[src/rtl/barker_pkg.sv]
// barker_pkg: shared constants and types for the Barker-11 stream arbiter
package barker_pkg;
    localparam int BARKER_LEN = 11;
    localparam logic [BARKER_LEN-1:0] BARKER_SEQ = 11'b11100010010;
    typedef enum logic {S_IDLE, S_BUSY} arb_state_t;
endpackage

[src/rtl/barker_rr_pick.sv]
// barker_rr_pick: combinational rotate-priority picker, first requester after ptr wins
module barker_rr_pick #(
    parameter int N_SRC = 4,
    parameter int SRC_W = $clog2(N_SRC)
) (
    input  logic [N_SRC-1:0] req,
    input  logic [SRC_W-1:0] ptr,
    output logic [N_SRC-1:0] grant,
    output logic [SRC_W-1:0] idx,
    output logic             any
);
    // Walk from farthest to nearest offset so the nearest requester after ptr is kept.
    always_comb begin
        grant = '0;
        idx   = '0;
        any   = |req;
        for (int i = N_SRC; i >= 1; i--) begin
            if (req[(int'(ptr) + i) % N_SRC]) begin
                grant = '0;
                grant[(int'(ptr) + i) % N_SRC] = 1'b1;
                idx = SRC_W'((int'(ptr) + i) % N_SRC);
            end
        end
    end
endmodule

[src/rtl/barker_stream_arbiter.sv]
// barker_stream_arbiter: packet-atomic round-robin merge of 1-bit AXI streams
// into the Barker-11 correlator input, with per-grant beat limit.
module barker_stream_arbiter
    import barker_pkg::*;
#(
    parameter int N_SRC       = 4,
    parameter int MAX_PKT_LEN = BARKER_LEN,
    parameter int SRC_W       = $clog2(N_SRC)
) (
    input  logic             i_clk,
    input  logic             i_rst_n,
    input  logic [N_SRC-1:0] i_src_en,
    input  logic [N_SRC-1:0] s_tdata,
    input  logic [N_SRC-1:0] s_tvalid,
    input  logic [N_SRC-1:0] s_tlast,
    output logic [N_SRC-1:0] s_tready,
    output logic             m_tdata,
    output logic             m_tvalid,
    output logic             m_tlast,
    output logic [SRC_W-1:0] m_tid,
    input  logic             m_tready,
    output logic [N_SRC-1:0] o_grant,
    output logic             o_busy,
    output logic             o_len_err
);
    localparam int CNT_W = $clog2(MAX_PKT_LEN + 1);

    arb_state_t       state_q, state_d;
    logic [N_SRC-1:0] grant_q, grant_d;
    logic [SRC_W-1:0] gidx_q, gidx_d;
    logic [SRC_W-1:0] rr_ptr_q, rr_ptr_d;
    logic [CNT_W-1:0] cnt_q, cnt_d;
    logic             m_tdata_q, m_tdata_d;
    logic             m_tvalid_q, m_tvalid_d;
    logic             m_tlast_q, m_tlast_d;
    logic [SRC_W-1:0] m_tid_q, m_tid_d;
    logic             len_err_q, len_err_d;

    logic [N_SRC-1:0] pick_grant;
    logic [SRC_W-1:0] pick_idx;
    logic             pick_any;
    logic             ld, beat, ovr, g_valid, g_data, g_last;

    barker_rr_pick #(.N_SRC(N_SRC), .SRC_W(SRC_W)) u_pick (
        .req   (s_tvalid & i_src_en),
        .ptr   (rr_ptr_q),
        .grant (pick_grant),
        .idx   (pick_idx),
        .any   (pick_any)
    );

    assign ld      = m_tready | ~m_tvalid_q;
    assign g_valid = |(s_tvalid & grant_q);
    assign g_data  = |(s_tdata & grant_q);
    assign g_last  = |(s_tlast & grant_q);
    assign beat    = (state_q == S_BUSY) & g_valid & ld;
    assign ovr     = cnt_q == CNT_W'(MAX_PKT_LEN - 1);

    // grant_q is all-zero outside S_BUSY, so ready needs no extra state term.
    assign s_tready  = grant_q & {N_SRC{ld}};
    assign m_tdata   = m_tdata_q;
    assign m_tvalid  = m_tvalid_q;
    assign m_tlast   = m_tlast_q;
    assign m_tid     = m_tid_q;
    assign o_grant   = grant_q;
    assign o_busy    = state_q == S_BUSY;
    assign o_len_err = len_err_q;

    always_comb begin
        state_d    = state_q;
        grant_d    = grant_q;
        gidx_d     = gidx_q;
        rr_ptr_d   = rr_ptr_q;
        cnt_d      = cnt_q;
        m_tdata_d  = m_tdata_q;
        m_tvalid_d = m_tready ? 1'b0 : m_tvalid_q;
        m_tlast_d  = m_tlast_q;
        m_tid_d    = m_tid_q;
        len_err_d  = 1'b0;
        if (state_q == S_IDLE && pick_any) begin
            state_d  = S_BUSY;
            grant_d  = pick_grant;
            gidx_d   = pick_idx;
            rr_ptr_d = pick_idx;
        end
        if (beat) begin
            m_tvalid_d = 1'b1;
            m_tdata_d  = g_data;
            m_tlast_d  = g_last | ovr;
            m_tid_d    = gidx_q;
            cnt_d      = g_last | ovr ? '0 : cnt_q + 1'b1;
            state_d    = g_last | ovr ? S_IDLE : S_BUSY;
            grant_d    = g_last | ovr ? '0 : grant_q;
            len_err_d  = ovr & ~g_last;
        end
    end

    always_ff @(posedge i_clk or negedge i_rst_n) begin
        if (!i_rst_n) begin
            state_q    <= S_IDLE;
            grant_q    <= '0;
            gidx_q     <= '0;
            rr_ptr_q   <= SRC_W'(N_SRC - 1);
            cnt_q      <= '0;
            m_tdata_q  <= 1'b0;
            m_tvalid_q <= 1'b0;
            m_tlast_q  <= 1'b0;
            m_tid_q    <= '0;
            len_err_q  <= 1'b0;
        end else begin
            state_q    <= state_d;
            grant_q    <= grant_d;
            gidx_q     <= gidx_d;
            rr_ptr_q   <= rr_ptr_d;
            cnt_q      <= cnt_d;
            m_tdata_q  <= m_tdata_d;
            m_tvalid_q <= m_tvalid_d;
            m_tlast_q  <= m_tlast_d;
            m_tid_q    <= m_tid_d;
            len_err_q  <= len_err_d;
        end
    end
endmodule

[config.mk]
export PLATFORM = sky130hd
export DESIGN_NAME = barker_stream_arbiter
export DESIGN_NICKNAME = d
export VERILOG_FILES = /design/src/rtl/barker_pkg.sv /design/src/rtl/barker_rr_pick.sv /design/src/rtl/barker_stream_arbiter.sv
export SDC_FILE = /design/constraint.sdc
export NUM_CORES = 1
export LEC_CHECK = 0
export ABC_AREA = 0
export CAP_MARGIN = 30
export CORE_MARGIN = 1.5
export CORE_UTILIZATION = 52
export DETAILED_ROUTE_END_ITERATION = 8
export GPL_TIMING_DRIVEN = 0
export HOLD_SLACK_MARGIN = 0.03
export PLACE_DENSITY = 0.81
export SYNTH_ARGS = -nofsm -noshare
export SYNTH_HDL_FRONTEND = slang
export SYNTH_SLANG_ARGS = --single-unit
[constraint.sdc]
create_clock -name i_clk -period 5.7 [get_ports i_clk]
set_input_delay 0.57 -clock i_clk [delete_from_list [all_inputs] [get_ports i_clk]]
set_output_delay 0.57 -clock i_clk [all_outputs]
set_load 0.01 [all_outputs]
==> results.md <==
- Status: complete, no violations
- Die X: about 54 um
- Post-layout nets: 212
- Hold WC Path Type: flop to flop
- Crit share post-route: 0.449
- Yosys warnings: 0
- Clock Latency Late Sink: 300 ps
- Relative slew slack: 0.426
- Area grow syn2layout: 29.2%
- Root Buffer Master: clkbuf_4
- Post-Syn Instances: 149
- Worst hold margin: ~500 ps
- Crit path launch type: flop
- DP Cell Count: about 210
- Total CTS buffers: 3
- Share of the yosys chip area belonging to registers: 0.353
- Synth Cell Area: 1360 sq um
- Global-route wire length before repair: roughly 5100 um
- Hold Vio Cnt, Final: 0
- PortBufs: 33
- Die area: ~2900 sq um
- Longest Clk Path Bufs: 2
- Commonest non-fill, non-tap cell in the layout: clkdlybuf4s50_1
- Top Ports: 34
- RSZ-0062 raised after global routing: false
- Final Util: 0.707
- Die Y: about 54 um
- Fmax: 391 MHz
- Met1 WL: 1420 um
- Maximum level of the CTS H-tree: 1
- Period minus WS final: between 2000 and 3000 ps
- Number of gates resized after CTS: 0
- Wire per inst: approximately 15 um
- PwrDens: about 470 nW/um^2
- Proportion of layout cells with a drive suffix above 1: 0.0914
- Largest net degree at the start of global routing: 20
- Crit path largest cell delay: around 640 ps
- Routed Antenna Nets: 0
- Synth cell types: 40
- Max-cap violations: 0
- Filler cells: 208
- Wire length on met3: about 310 um
- Syn_area_per_cell: 9.09 sq um
- Placement-stage cell area: around 1700 sq um
- GRT Overall Usage: 0.244
- Slew @ Worst Pin: roughly 860 ps
- Maximum vdd drop: approximately 350 uV
- Cell family with most CP delay: simple AND/OR/NAND/NOR gates
- Critical path class: flop to flop
- Final instance area: roughly 1800 sq um
- Worst-path clk slew: 120 ps
- Synth Register Bits: 19
- DR iter-0 viols: 68
- Drc violations: 0
- Sequential Area: about 480 sq um
- Grt total ovfl: 0
- Clock Skew: around 3.3 ps
- Buffer count from post-CTS setup fixing: 0
- Initial core utilization: 0.547
- Vias after detailed routing: 1316
- Final cell count without fillers: between 200 and 250
- Arrival time at the worst endpoint: between 2000 and 3000 ps
- # setup viols final: 0
- CTS tree: yes
- Pins Over Slew Limit: 0
- Slowest CP cell: dfstp_2
- Hold Buf Count CTS: 0
- R2r setup slk: 3140 ps
- Critical Path Sink Type: flop
- Vias in the first global route: ~1200
- Area of the multi-input gates: 817 sq um
- Final setup TNS: 0 ps
- Core Box Area: around 2500 sq um
- Worst Path Buf+Inv: 2
- Final wirelength: between 3000 and 4000 um
- Mapped Nets: approximately 170
- HPWL after DPL: 2600 um
- Most frequent cells in the layout: clkdlybuf4s50_1 (33), nand2_1 (22), dfrtp_1 (17)
- Clock Sinks: 19
- Top sig layer: met4
- Ant diodes: 0
- Via density: 6.09
- FP Rows: 18
- Initial antenna violation count: 0
- Met2 WL post-DR: roughly 1600 um
- DR pass1 iterations: 4
- Required @ worst endpoint: slightly below 6000 ps
- Leakage power: slightly above 0.7 nW
- GPL Wtd Cong: around 0.96
- Worst-path cell chain: inv_1 -> ha_1 -> clkbuf_1 -> nand4bb_1 -> nand4_1 -> or3_1 -> a31oi_1 -> a211o_1
- Critical-path maximum fanout: 9
==> where the power goes <==
group / internal [mW] / leakage, nW / switching [mW]
Clock: 0.0261 / 0.0177 / 0.0439
Sequential: 0.195 / 0.239 / 0.0577
Combinational: 0.239 / 0.469 / 0.256
Total: 0.460 / 0.726 / 0.358
==> sequential cells by signal, indices dropped and copies added (netlist names) <==
| name | count |
|---|---|
| cnt_q | 4 |
| o_grant | 4 |
| gidx_q | 2 |
| m_tid | 2 |
| rr_ptr_q | 2 |
| m_tdata | 1 |
| m_tlast | 1 |
| m_tvalid | 1 |
| o_busy | 1 |
| o_len_err | 1 |
==> metal layers <==
metal  global-route usage  vias to the layer above
met5                    0                        -
met4               0.0667                        0
met3               0.0583                        6
met2                0.417                       70
met1                0.308                      604
li1                     -                      636
==> logic make-up (layout without fill, tap and decap cells) <==
| logic type | after synthesis | in the layout | share of synthesized area |
|---|---|---|---|
| mux | 9 | 9 | 0.104 |
| buf+inv | 13 | 50 | 0.0443 |
| flops | 19 | 19 | 0.353 |
| simple gates | 55 | 55 | 0.211 |
| compound gates | 47 | 47 | 0.233 |
| fa+ha+maj | 6 | 6 | 0.0554 |
==> cells in the mapped netlist <==
library cell	count	share of area
o31ai_1	2	0.011
and4_1	1	0.0065
buf_6	1	0.0083
nor2_1	3	0.0083
mux4_2	4	0.066
mux2_2	1	0.0083
nand2b_1	2	0.0092
a41oi_1	6	0.039
a221o_1	1	0.0074
inv_1	8	0.022
clkbuf_1	3	0.0083
a31oi_1	1	0.0046
a22oi_1	4	0.022
ha_1	6	0.055
or3_1	1	0.0046
o21ai_1	5	0.018
nand3_1	6	0.022
a22o_1	1	0.0065
nand3b_1	1	0.0055
mux2i_1	4	0.030
a211oi_1	1	0.0055
a21oi_1	4	0.015
buf_4	1	0.0055
nor3_1	2	0.0074
a211o_1	1	0.0065
nand4bb_1	1	0.0083
nand2_1	22	0.061
nand4_1	2	0.0092
o211a_1	3	0.022
nand2_2	3	0.014
a221oi_1	2	0.013
and2_1	7	0.032
o211ai_1	1	0.0055
o21ai_0	14	0.052
dfstp_2	2	0.039
nor2b_1	1	0.0046
or2_2	1	0.0046
dfrtp_1	17	0.31
nand4b_1	2	0.013
o22ai_1	1	0.0046
==> path summary, 6_finish.rpt <==
path,from,endpoint,cells past startpoint
worst max-delay path,rr_ptr_q[0]$_DFFE_PN1P_,o_grant[3]$_DFFE_PN0P_,8
worst min-delay path,cnt_q[3]$_DFFE_PN0P_,cnt_q[3]$_DFFE_PN0P_,1
worst max register to register,rr_ptr_q[0]$_DFFE_PN1P_,o_grant[3]$_DFFE_PN0P_,8
worst min register to register,cnt_q[3]$_DFFE_PN0P_,cnt_q[3]$_DFFE_PN0P_,1
max in group asynchronous,i_rst_n,cnt_q[1]$_DFFE_PN0P_,1
min in group asynchronous,i_rst_n,o_busy$_DFFE_PN0P_,1
==> per-stage QoR <==
stage               worst slack [ps]  power (mW)
finish                          3140       0.818
global route                    2910       0.889
CTS                             3160       0.817
detailed placement              3060       0.746
global placement                3090       0.730
floorplan                       3450       0.572
==> layout make-up <==
class	instances	share of cell area
clock buffers	3	0.0129
multi-input cells	117	0.467
clock inverters	1	0.00286
well taps	30	0.0214
inverters	8	0.0172
repair buffers	33	0.189
plain buffers	5	0.0172
flip-flops and latches	19	0.273
Power figures use the tool's default switching activity.
